### src/rtl/regfile_pkg.sv
// Shared definitions for the register-file dump engine: address width,
// register count and the dump FSM state encoding.
package regfile_pkg;

    localparam int REG_ADDR_W = 5;
    localparam int NUM_REGS   = 32;

    typedef enum logic [1:0] {
        ST_IDLE = 2'd0,
        ST_RUN  = 2'd1,
        ST_DONE = 2'd2
    } dump_state_t;

endpackage

### src/rtl/dump_fifo2.sv
// Two-entry FIFO of {index, data, last} words feeding the dump output stream.
// clear_n empties the FIFO and zeroes both entries so the head fields read 0.
module dump_fifo2
    import regfile_pkg::*;
#(
    parameter int DATAWIDTH = 32
) (
    input  logic                  clk,
    input  logic                  clear_n,
    input  logic                  push,
    input  logic                  pop,
    input  logic [REG_ADDR_W-1:0] push_index,
    input  logic [DATAWIDTH-1:0]  push_data,
    input  logic                  push_last,
    output logic                  full,
    output logic                  empty,
    output logic [1:0]            count,
    output logic [REG_ADDR_W-1:0] head_index,
    output logic [DATAWIDTH-1:0]  head_data,
    output logic                  head_last
);

    logic       wr_ptr_reg;
    logic       rd_ptr_reg;
    logic [1:0] count_reg;
    logic       do_push;
    logic       do_pop;

    assign full    = (count_reg == 2'd2);
    assign empty   = (count_reg == 2'd0);
    assign count   = count_reg;
    assign do_pop  = pop & ~empty;
    assign do_push = push & (~full | do_pop);

    generate
        for (genvar gi = 0; gi < 2; gi++) begin : g_entry
            logic [REG_ADDR_W-1:0] index_reg;
            logic [DATAWIDTH-1:0]  data_reg;
            logic                  last_reg;

            always_ff @(posedge clk) begin
                if (!clear_n) begin
                    index_reg <= '0;
                    data_reg  <= '0;
                    last_reg  <= 1'b0;
                end else if (do_push && (wr_ptr_reg == 1'(gi))) begin
                    index_reg <= push_index;
                    data_reg  <= push_data;
                    last_reg  <= push_last;
                end
            end
        end
    endgenerate

    assign head_index = rd_ptr_reg ? g_entry[1].index_reg : g_entry[0].index_reg;
    assign head_data  = rd_ptr_reg ? g_entry[1].data_reg  : g_entry[0].data_reg;
    assign head_last  = rd_ptr_reg ? g_entry[1].last_reg  : g_entry[0].last_reg;

    always_ff @(posedge clk) begin
        if (!clear_n) begin
            wr_ptr_reg <= 1'b0;
            rd_ptr_reg <= 1'b0;
            count_reg  <= 2'd0;
        end else begin
            if (do_push) wr_ptr_reg <= ~wr_ptr_reg;
            if (do_pop)  rd_ptr_reg <= ~rd_ptr_reg;
            count_reg <= count_reg + {1'b0, do_push} - {1'b0, do_pop};
        end
    end

endmodule

### src/rtl/regfile_dump.sv
// Debug read-out engine: walks the register file read port 0..NREGS-1 and
// streams each value, tagged with its index, over a valid/ready interface.
module regfile_dump
    import regfile_pkg::*;
#(
    parameter int DATAWIDTH = 32,
    parameter int NREGS     = NUM_REGS
) (
    input  logic                  clk,
    input  logic                  rst_n,
    input  logic                  start,
    output logic                  busy,
    output logic                  done,
    output logic [REG_ADDR_W-1:0] readReg,
    input  logic [DATAWIDTH-1:0]  readData,
    output logic                  outValid,
    input  logic                  outReady,
    output logic [DATAWIDTH-1:0]  outData,
    output logic [REG_ADDR_W-1:0] outIndex,
    output logic                  outLast
);

    localparam int PTR_W = REG_ADDR_W + 1;

    dump_state_t           state_reg, state_next;
    logic [PTR_W-1:0]      issue_ptr_reg;
    logic [REG_ADDR_W-1:0] ret_ptr_reg;
    logic [REG_ADDR_W-1:0] read_addr_reg;
    logic                  issued_reg;
    logic                  inflight_reg;

    logic                  start_accept;
    logic                  issue_en;
    logic                  push_en;
    logic                  pop_en;
    logic                  push_last;
    logic                  credit_ok;
    logic                  fifo_clear_n;
    logic                  fifo_full;
    logic                  fifo_empty;
    logic [1:0]            fifo_count;
    logic [2:0]            pending;

    assign busy     = (state_reg == ST_RUN);
    assign done     = (state_reg == ST_DONE);
    assign readReg  = read_addr_reg;
    assign outValid = ~fifo_empty;

    // A read is pending from the cycle its address is issued (issued_reg)
    // until readData is captured (inflight_reg). While the FIFO is full the
    // capture is held: readReg does not move, so readData stays valid.
    always_comb begin
        state_next   = state_reg;
        pop_en       = outValid & outReady;
        start_accept = (state_reg == ST_IDLE) & start;
        pending      = 3'(fifo_count) + 3'(issued_reg) + 3'(inflight_reg);
        credit_ok    = (pending <= (3'd2 + 3'(pop_en)));
        issue_en     = (state_reg == ST_RUN) && (issue_ptr_reg < PTR_W'(NREGS)) && credit_ok;
        push_en      = inflight_reg & (~fifo_full | pop_en);
        push_last    = (ret_ptr_reg == REG_ADDR_W'(NREGS - 1));
        fifo_clear_n = rst_n & ~start_accept;
        case (state_reg)
            ST_IDLE: if (start) state_next = ST_RUN;
            ST_RUN:  if (pop_en && outLast) state_next = ST_DONE;
            ST_DONE: state_next = ST_IDLE;
            default: state_next = ST_IDLE;
        endcase
    end

    always_ff @(posedge clk) begin
        if (!rst_n) begin
            state_reg     <= ST_IDLE;
            issue_ptr_reg <= '0;
            ret_ptr_reg   <= '0;
            read_addr_reg <= '0;
            issued_reg    <= 1'b0;
            inflight_reg  <= 1'b0;
        end else begin
            state_reg <= state_next;
            if (start_accept) begin
                // index 0 goes out on the accepting edge
                issue_ptr_reg <= PTR_W'(1);
                ret_ptr_reg   <= '0;
                read_addr_reg <= '0;
                issued_reg    <= 1'b1;
                inflight_reg  <= 1'b0;
            end else begin
                issued_reg   <= issue_en;
                inflight_reg <= issued_reg | (inflight_reg & ~push_en);
                if (issue_en) begin
                    read_addr_reg <= issue_ptr_reg[REG_ADDR_W-1:0];
                    issue_ptr_reg <= issue_ptr_reg + 1'b1;
                end
                if (push_en) ret_ptr_reg <= ret_ptr_reg + 1'b1;
            end
        end
    end

    dump_fifo2 #(.DATAWIDTH(DATAWIDTH)) u_fifo (
        .clk        (clk),
        .clear_n    (fifo_clear_n),
        .push       (push_en),
        .pop        (pop_en),
        .push_index (ret_ptr_reg),
        .push_data  (readData),
        .push_last  (push_last),
        .full       (fifo_full),
        .empty      (fifo_empty),
        .count      (fifo_count),
        .head_index (outIndex),
        .head_data  (outData),
        .head_last  (outLast)
    );

endmodule

### config.mk
export PLATFORM = sky130hd
export DESIGN_NAME = regfile_dump
export DESIGN_NICKNAME = d
export VERILOG_FILES = /design/src/rtl/regfile_pkg.sv /design/src/rtl/dump_fifo2.sv /design/src/rtl/regfile_dump.sv
export SDC_FILE = /design/constraint.sdc
export NUM_CORES = 1
export LEC_CHECK = 0
export CAP_MARGIN = 25
export CORE_ASPECT_RATIO = 2
export CORE_UTILIZATION = 47
export CTS_CLUSTER_SIZE = 14
export DETAILED_ROUTE_END_ITERATION = 7
export HOLD_SLACK_MARGIN = 0.02
export PLACE_DENSITY = 0.76
export SLEW_MARGIN = 20
export SYNTH_ARGS = -nofsm -noshare
export SYNTH_HDL_FRONTEND = slang
export SYNTH_SLANG_ARGS = --single-unit
export TNS_END_PERCENT = 5
### constraint.sdc
create_clock -name clk -period 2.55 [get_ports clk]
set_input_delay 0.6375 -clock clk [delete_from_list [all_inputs] [get_ports clk]]
set_output_delay 0.6375 -clock clk [all_outputs]
set_load 0.01 [all_outputs]
==> results.cfg <==
[grt]
grt_max_degree = 63
grt_pass1_wl_mm = 16.13
antenna_found_initial = 0
first_global_vias = 3592
grt_usage_pct = 21.32
grt-ovfl-total = 0

[sta]
period_share_pct = 94.90
final.setup.worst_slack_ns = 0.1302
fin_crit_ns = 2.420
rsz0062_at_grt = false
finalSetupTns_ns = 0
setup_violations = 0
hold_viol_final = 0
slew_headroom_pct = 69.78
final.setup_skew_ns = 0.003953
slew_violations = 0
tightest_slew_ns = 0.4532
fmax_mhz = 413.3

[placement]
gp_congestion = 0.7856
dp_hpwl_mm = 6.670
dp_slack_ns = 0.001037
port_buffers = 81

[logic_synthesis]
synth_compound_area_share_pct = 10.76
ys_types = 38
ys_ff_latch = 100
yosysTopAreaCellShare_pct = 47.17
synthSimpleGateAreaFrac_pct = 21.43
synth-async-reset-ratio_pct = 0
synth.yosys.seq_area_share_pct = 47.17
yosys-top-cells-area = dfxtp_1, nand2_1, mux2_2, a21oi_1, ha_1
synthMuxAreaShare_pct = 10.79
syn_area_per_cell_um2 = 8.591
synth_flop_cell = dfxtp_1
netlist_instances = 494
netlist_area_mm2 = 0.004244
synth-edff-count = 0
synth_xor_area_share_pct = 1.857
yosysWarnings = 0
synth-adder-area-share_pct = 2.535
synth_top_family_by_area = simple AND/OR/NAND/NOR gates
synth_top_cell_by_area = dfxtp_1
syn-num-nets = 538

[cells_and_area]
final_common_cell = nand2_1
nets = 611
fin_util_pct = 62.77
drive_gt1_share_pct = 14.51
layout_common_cells = nand2_1, dfxtp_1, a21oi_1
synthToLayoutAreaGrowth_pct = 28.80
antenna_cells = 0
num-fill-cells = 732
largest_reg_flops = 64

[clock_network]
root_buffer = clkbuf_16
numClockSinks = 100
cts.clk_slew.worst_paths_ns = 0.06
postCtsSetupRepairBufs = 0
clock_latency_ns = 0.33
numCtsBuffers = 9
cts-hold-fix-buffers = 0
cts_buffer_depth = 2
cts_tree = done
htree_levels = 3
cts_resized = 0

[setup_path]
worstPathArrival_ns = 1.78
endpoint_kind = primary output
critPathSlowestCell = clkdlybuf4s50_1
path_max_fanout = 29
crit_start = u_fifo.rd_ptr_reg$_SDFFE_PN0P_
r2r_slack_ns = 0.30
critPathMaxStageDelay_ns = 0.52
cp.required_ns = 1.91
critical_path_class = reg -> out
critPathLaunchType = flop
crit_chain = buf_12 > mux2_2 > clkdlybuf4s50_1
r2r_start = u_fifo.count[0]$_SDFF_PN0_

[worst_hold_path]
hp-class = reg -> reg
hp-start = u_fifo.g_entry[0].data_reg[5]$_SDFFE_PN0P_

[route]
drc_errors = 0
first_iter_violations = 279
vias = 3614
routed_wl_mm = 10.01
dr.pass1.iters = 4
viasPerCell = 5.378
ant_nets = 0
wl_per_cell_um = 14.90

[floorplan]
num_rows = 48
die_h_um = 136.4
dieArea_mm2 = 0.009437
dieWidth_um = 69.20
initial_core_util_pct = 48.74
core_mm2 = 0.008708
pin_count = 82

[job]
drv_cap = 0

[power_and_ir_drop]
power_density_mw_per_mm2 = 593.8
peakVddDrop_uv = 515.4
power_leakage_nw = 1.929
totalPowerFinal_mw = 3.246

[run_status]
status = finished clean
## power breakdown
part | internal [mW] | leakage [nW] | switching [mW]
Sequential | 1.58 | 0.808 | 0.0153
Combinational | 0.143 | 0.967 | 0.147
Clock | 0.807 | 0.155 | 0.552
## worst max-delay path: cells and delay by family (launching register included)
family                 cells  cell delay, ns
multiplexers               1            0.36
flip-flops                 1            0.35
buffers and inverters      2            0.73
## cell families after synthesis
family	after synthesis
buf+inv	41
fa+ha+maj	8
mux	41
compound gates	90
simple gates	205
flops	100
xor+xnor	9
## per-layer routing
metal	share of wire, %	GRT usage (%)	up-vias
met5	0	0	-
met4	2.1	9.977	0
met3	3.3	3.929	14
met2	56	40.24	80
met1	38	22.36	1748
li1	-	-	1772
## final timing paths
check / to / depth (start not counted)
max: outIndex[1] / 3
min: u_fifo.g_entry[0].data_reg[5]$_SDFFE_PN0P_ / 2
max reg2reg: issue_ptr_reg[0]$_SDFFE_PN0P_ / 7
min reg2reg: u_fifo.g_entry[0].data_reg[5]$_SDFFE_PN0P_ / 2
## cell type report
class / instances / area, µm² / share of cell area, %
clock inverters: 5 / 50.05 / 0.9155
multi-input cells: 353 / 2023 / 37.01
clock buffers: 11 / 252.7 / 4.623
well taps: 100 / 125.1 / 2.289
inverters: 7 / 26.28 / 0.4807
repair buffers: 96 / 985.9 / 18.04
flip-flops and latches: 100 / 2003 / 36.64
## stage by stage
step	instance area [µm²]	hold WS (ns)	std cells
floorplan	4244	0.4325	494
CTS	5466	0.4522	672
detailed placement	5164	0.4432	656
finish	5466	0.4516	672
global placement	5164	0.4381	656
global route	5466	0.4628	672
## cells in the mapped netlist (2+ instances only)
library cell,instances
nand3_1,6
clkbuf_1,11
nor2_1,14
mux2_2,38
nand2_1,161
xor2_1,3
and3_1,2
dfxtp_1,100
inv_1,7
o21ai_0,3
ha_1,7
buf_2,13
nor3b_2,2
xnor2_1,6
or3_1,2
a21oi_1,84
o21a_1,2
buf_6,7
buf_4,2
mux2i_1,3
nor2b_1,3
nor3_1,2
No activity file was read; power rests on OpenSTA's default activity.
